[src/rtl/mem_access_sequencer.sv]
// Sequences the shared 1-cycle-read block memory between instruction fetch and
// stack data accesses, with a bounded data streak while a fetch is waiting.
module mem_access_sequencer #(
  parameter int ADDR_W          = 10,
  parameter int DATA_W          = 16,
  parameter int DATA_STREAK_MAX = 2
) (
  input  logic              CLK,
  input  logic              reset,
  input  logic              fetch_req,
  input  logic [ADDR_W-1:0] fetch_addr,
  output logic              fetch_done,
  input  logic              data_req,
  input  logic              data_we,
  input  logic [ADDR_W-1:0] data_addr,
  input  logic [DATA_W-1:0] data_wdata,
  output logic              data_done,
  output logic [DATA_W-1:0] data_rdata,
  output logic [ADDR_W-1:0] mem_addra,
  output logic              mem_wea,
  output logic [DATA_W-1:0] mem_dina,
  input  logic [DATA_W-1:0] mem_douta,
  output logic              ir_write,
  output logic              busy
);

  typedef enum logic [2:0] {IDLE, ISSUE_F, WAIT_F, ISSUE_D, WAIT_D} state_t;

  localparam logic [2:0] STREAK_MAX = 3'(DATA_STREAK_MAX);

  state_t              r_state;
  state_t              w_next;
  logic                r_f_pend;
  logic                r_d_pend;
  logic [ADDR_W-1:0]   r_f_addr;
  logic [ADDR_W-1:0]   r_d_addr;
  logic                r_d_we;
  logic [DATA_W-1:0]   r_d_wdata;
  logic                r_cur_we;
  logic [2:0]          r_streak;

  logic                w_arb;
  logic                w_f_cand;
  logic                w_d_cand;
  logic                w_grant_f;
  logic                w_grant_d;
  logic [ADDR_W-1:0]   w_f_addr;
  logic [ADDR_W-1:0]   w_d_addr;
  logic                w_d_we;
  logic [DATA_W-1:0]   w_d_wdata;

  // Candidates include a request arriving on the arbitration edge itself.
  always_comb begin
    w_arb     = (r_state == IDLE) || (r_state == WAIT_F) || (r_state == WAIT_D);
    w_f_cand  = r_f_pend | fetch_req;
    w_d_cand  = r_d_pend | data_req;
    w_grant_d = w_arb && w_d_cand && (!w_f_cand || (r_streak != STREAK_MAX));
    w_grant_f = w_arb && w_f_cand && !w_grant_d;
    w_f_addr  = r_f_pend ? r_f_addr  : fetch_addr;
    w_d_addr  = r_d_pend ? r_d_addr  : data_addr;
    w_d_we    = r_d_pend ? r_d_we    : data_we;
    w_d_wdata = r_d_pend ? r_d_wdata : data_wdata;
  end

  always_ff @(posedge CLK or negedge reset) begin
    if (!reset) r_state <= IDLE;
    else        r_state <= w_next;
  end

  always_comb begin
    w_next = r_state;
    case (r_state)
      ISSUE_F: w_next = WAIT_F;
      ISSUE_D: w_next = WAIT_D;
      default: begin
        if (w_grant_d)      w_next = ISSUE_D;
        else if (w_grant_f) w_next = ISSUE_F;
        else                w_next = IDLE;
      end
    endcase
  end

  always_comb begin
    ir_write = (r_state == WAIT_F);
    busy     = (r_state != IDLE) || r_f_pend || r_d_pend;
  end

  always_ff @(posedge CLK or negedge reset) begin
    if (!reset) begin
      r_f_pend   <= 1'b0;
      r_d_pend   <= 1'b0;
      r_f_addr   <= '0;
      r_d_addr   <= '0;
      r_d_we     <= 1'b0;
      r_d_wdata  <= '0;
      r_cur_we   <= 1'b0;
      r_streak   <= '0;
      mem_addra  <= '0;
      mem_wea    <= 1'b0;
      mem_dina   <= '0;
      fetch_done <= 1'b0;
      data_done  <= 1'b0;
      data_rdata <= '0;
    end else begin
      // A pulse while already pending is dropped; the first command wins.
      if (w_grant_f) begin
        r_f_pend <= 1'b0;
      end else if (fetch_req && !r_f_pend) begin
        r_f_pend <= 1'b1;
        r_f_addr <= fetch_addr;
      end

      if (w_grant_d) begin
        r_d_pend <= 1'b0;
      end else if (data_req && !r_d_pend) begin
        r_d_pend  <= 1'b1;
        r_d_addr  <= data_addr;
        r_d_we    <= data_we;
        r_d_wdata <= data_wdata;
      end

      if (w_grant_d)      r_streak <= (r_streak == STREAK_MAX) ? r_streak : r_streak + 3'd1;
      else if (w_grant_f) r_streak <= '0;

      mem_wea <= w_grant_d && w_d_we;
      if (w_grant_d) begin
        mem_addra <= w_d_addr;
        mem_dina  <= w_d_wdata;
        r_cur_we  <= w_d_we;
      end else if (w_grant_f) begin
        mem_addra <= w_f_addr;
      end

      // Memory read data is valid during WAIT_x, one cycle after ISSUE_x.
      fetch_done <= (r_state == WAIT_F);
      data_done  <= (r_state == WAIT_D);
      if ((r_state == WAIT_D) && !r_cur_we) data_rdata <= mem_douta;
    end
  end

endmodule

[config.mk]
export PLATFORM = sky130hd
export DESIGN_NAME = mem_access_sequencer
export DESIGN_NICKNAME = d
export VERILOG_FILES = /design/src/rtl/mem_access_sequencer.sv
export SDC_FILE = /design/constraint.sdc
export NUM_CORES = 1
export LEC_CHECK = 0
export BUFFER_PORTS_ARGS = -buffer_cell sky130_fd_sc_hd__buf_2
export CORE_MARGIN = 4
export CORE_UTILIZATION = 50
export DETAILED_ROUTE_END_ITERATION = 7
export PLACE_DENSITY = 0.8
export SYNTH_ARGS = -nofsm -noshare
export SYNTH_HDL_FRONTEND = slang
export SYNTH_SLANG_ARGS = --single-unit
[constraint.sdc]
create_clock -name CLK -period 2.2 [get_ports CLK]
set_input_delay 0 -clock CLK [delete_from_list [all_inputs] [get_ports CLK]]
set_output_delay 0 -clock CLK [all_outputs]
set_load 0.05 [all_outputs]
==> results.yml <==
status:
  status: "completed"
detailed_routing:
  dr.pass1.iters: 4
  wl_per_cell_um: 16.5
  post-route-drc-count: 0
  routed_wl_um: 9240
  ant_nets: 0
  viasPerCell: 5.10
  drt_iter0_drc: 98
  num_vias: 2850
placed_design:
  dp.cells: 489
  port_buffers: 103
  place_congestion: 0.769
  placed_cell_area_um2: 4650
  dp_slack_ns: 0.348
  place_hpwl_um: 6000
clock_network:
  clkLatencyLatePin_ns: 0.35
  cts.repair.resized: 0
  cts_tree: "yes"
  cts_made_buffers: 9
  cts_max_level: 3
  cts_sinks: 91
  clockBufferDepth: 2
  cts.clk_slew.worst_paths_ns: 0.08
  root_buffer: "clkbuf_8"
critical_path:
  max_stage_delay_ns: 0.40
  r2r-end: "r_f_addr[5]$_DFFE_PN0P_"
  crit_fanout: 10
  crit-reg2reg-launch: "r_streak[0]$_DFFE_PN0P_"
  worstSetupPathType: "flop to flop"
  cp-start-kind: "flop"
  arrival_ns: 2.08
  reg2reg_depth: 6
  path_cells: "inv_1, ha_1, nand2b_1, o21ai_2, a21oi_4, mux2_1"
  critPathRequiredTime_ns: 2.43
  ff2ff_setup_slack_ns: 0.35
  crit_path_end_kind: "flop"
  crit_slowest_cell: "dfrtp_1"
timing:
  min_period_ns: 1.85
  hold_viol: 0
  slew-limit-headroom_pct: 42.0
  rsz0062_at_grt: "no"
  fin_crit_sh_pct: 84.2
  hold_slack_ns: 0.0417
  tightest_slew_ns: 0.870
  layout_setup_ws_ns: 0.348
  finalSetupViolations: 0
  maxSlewViolCount: 0
  fmax_mhz: 540
  finalSetupTns_ns: 0
  finClkSkew_ns: 0.00961
floorplanning:
  coreArea_um2: 7770
  start_util_pct: 51.7
  die-area_um2: 9530
  rows: 32
  num_io_pins: 104
  chipHeight_um: 97.6
  die_w_um: 97.6
global_route:
  grtUsageTotal_pct: 20.2
  grt_pass1_vias: 3130
  grt_pass1_wl_um: 15400
  overflow: 0
  grt_max_degree: 72
  antenna_found_initial: 0
logic_synthesis:
  yosys_register_bits: 91
  synthCells: 289
  synth_top_area_cell: "dfrtp_1"
  yosys-top-cells-area: "dfrtp_1 57%, mux2_4 11%, mux2i_1 9.2%, mux2_1 6.5%, nand2_1 2.7%"
  synth_top_area_share_pct: 56.7
  syn_area_um2: 4020
  synth-warning-count: 0
  synth.yosys.seq_area_share_pct: 56.7
  avgSynthCellArea_um2: 13.9
  synth_cell_types: 33
  synth_nets: 348
power:
  comb_power_share_pct: 53.3
  power_leakage_nw: 2.69
  power.switching_mw: 3.94
  p_int_mw: 4.63
  switching_share_pct: 46.0
  seq_power_share_pct: 35.4
  power.total_mw: 8.57
  clockPowerShare_pct: 11.3
  ir_worst_vdd_v: 0.000703
  p_per_area_nw_per_um2: 1600
min_path:
  hold_start: "fetch_req"
  holdPathEnd: "r_f_pend$_DFFE_PN0P_"
  worstHoldPathType: "input pin to flop"
  holdPathStages: 3
cells_and_area:
  finalNetCount: 511
  fill_cells: 553
  multi_input_area_um2: 1630
  fin_area_um2: 5350
  seqCellArea_um2: 2280
  final_cell_count_no_fill: 559
  diodes: 0
  layout-drive-gt1-share_pct: 36.3
  utilization_pct: 68.9
  areaGrowthSynthToFinish_pct: 33.3
job:
  maxCapViolCount: 0
what timing repair did:
item	CTS	global route
endpoints found under the hold margin	143	0
hold buffers	54	0
setup buffers	0	0
power groups by stage:
stage	registers, mW	logic, mW	clock network [mW]
6_report	3.03	4.57	0.969
3_3_place_gp	2.97	4.41	0
2_1_floorplan	4.31	2.18	0
3_5_place_dp	3.03	4.51	0
5_1_grt	3.12	4.88	1.07
4_1_cts	3.01	4.59	0.987
synthesized netlist by cell type:
cell type	instances
inv_2	1
nor3_1	2
buf_4	1
a21o_1	3
and2b_1	1
nor2_2	1
buf_8	2
nand2_1	29
inv_1	1
clkbuf_1	2
mux2i_1	37
or2_2	1
mux2_1	23
mux2_4	30
o21ai_2	2
ha_1	2
nor3b_1	1
buf_2	8
a21oi_4	2
and3b_1	1
o21ai_1	21
nor2_1	3
nor3b_2	1
and2_1	1
nand4b_1	1
dfrtp_1	91
a21oi_1	1
nand2b_1	3
buf_6	2
nand3b_1	1
o221ai_1	10
nand3_1	3
o211ai_2	1
worst max-delay path by stage:
stage,start,endpoint,slack (ns),cells past startpoint
CTS,r_streak[0]$_DFFE_PN0P_,r_f_addr[9]$_DFFE_PN0P_,0.34,6
floorplan,r_state[1]$_DFF_PN0_,fetch_done$_DFF_PN0_,0.28,1
global placement,r_streak[0]$_DFFE_PN0P_,r_f_addr[2]$_DFFE_PN0P_,0.41,6
detailed placement,r_streak[0]$_DFFE_PN0P_,r_f_addr[9]$_DFFE_PN0P_,0.35,6
global route,r_streak[0]$_DFFE_PN0P_,r_f_addr[5]$_DFFE_PN0P_,0.24,6
finish,r_streak[0]$_DFFE_PN0P_,r_f_addr[5]$_DFFE_PN0P_,0.35,6
worst max-delay path: cells and delay by family, from the launching register on:
kind | cells | cell delay [ns]
flip-flops | 1 | 0.40
adder cells (fa/ha/maj) | 1 | 0.20
buffers and inverters | 1 | 0.06
multiplexers | 1 | 0.38
AO/OA/AOI/OAI | 2 | 0.49
AND/OR/NAND/NOR | 1 | 0.21
registers in the layout, summed over array words and instances, names as in the netlist:
signal      count
r_d_wdata      16
fetch_done      1
r_d_pend        1
r_d_addr       10
data_done       1
mem_dina       16
r_cur_we        1
mem_addra      10
r_f_pend        1
r_f_addr       10
mem_wea         1
r_streak        3
data_rdata     16
r_state         3
r_d_we          1
cell type report:
class / instances / area share [%]
sequential: 91 / 42.6
multi-input combinational: 181 / 30.5
timing repair buffer: 167 / 21.4
clock buffer: 12 / 2.52
tap: 102 / 2.38
clock inverter: 4 / 0.514
inverter: 2 / 0.140
placed cells by master, fill, tap and decap left out, types with 2 or more instances in the layout:
master	count
nor2_1	3
mux2i_1	37
dfrtp_1	90
dlygate4sd3_1	54
clkbuf_1	3
nand2b_1	3
a21oi_4	2
clkinvlp_4	3
buf_2	102
mux2_4	30
nand3_1	3
buf_4	10
ha_1	2
nor3_1	2
clkbuf_8	9
a21o_1	3
o21ai_1	21
mux2_1	23
o221ai_1	10
nand2_1	29
o21ai_2	2
logic make-up after synthesis:
kind of cell               after synthesis  share of synthesized area, %
buffers and inverters                   17                          2.87
DFF                                     91                          56.7
and+or+nand+nor                         49                          5.86
adders and majority gates                2                         0.623
muxes                                   90                          26.9
AOI/OAI and AO/OA                       40                          7.04
routing by layer:
layer	track usage (%)	vias up	routed length, µm
met1	25.0	1399	3940
met4	7.24	0	106
met3	4.02	9	469
met5	0	-	0
li1	-	1357	-
met2	35.0	85	4730
No activity file was read; power rests on OpenSTA's default activity.
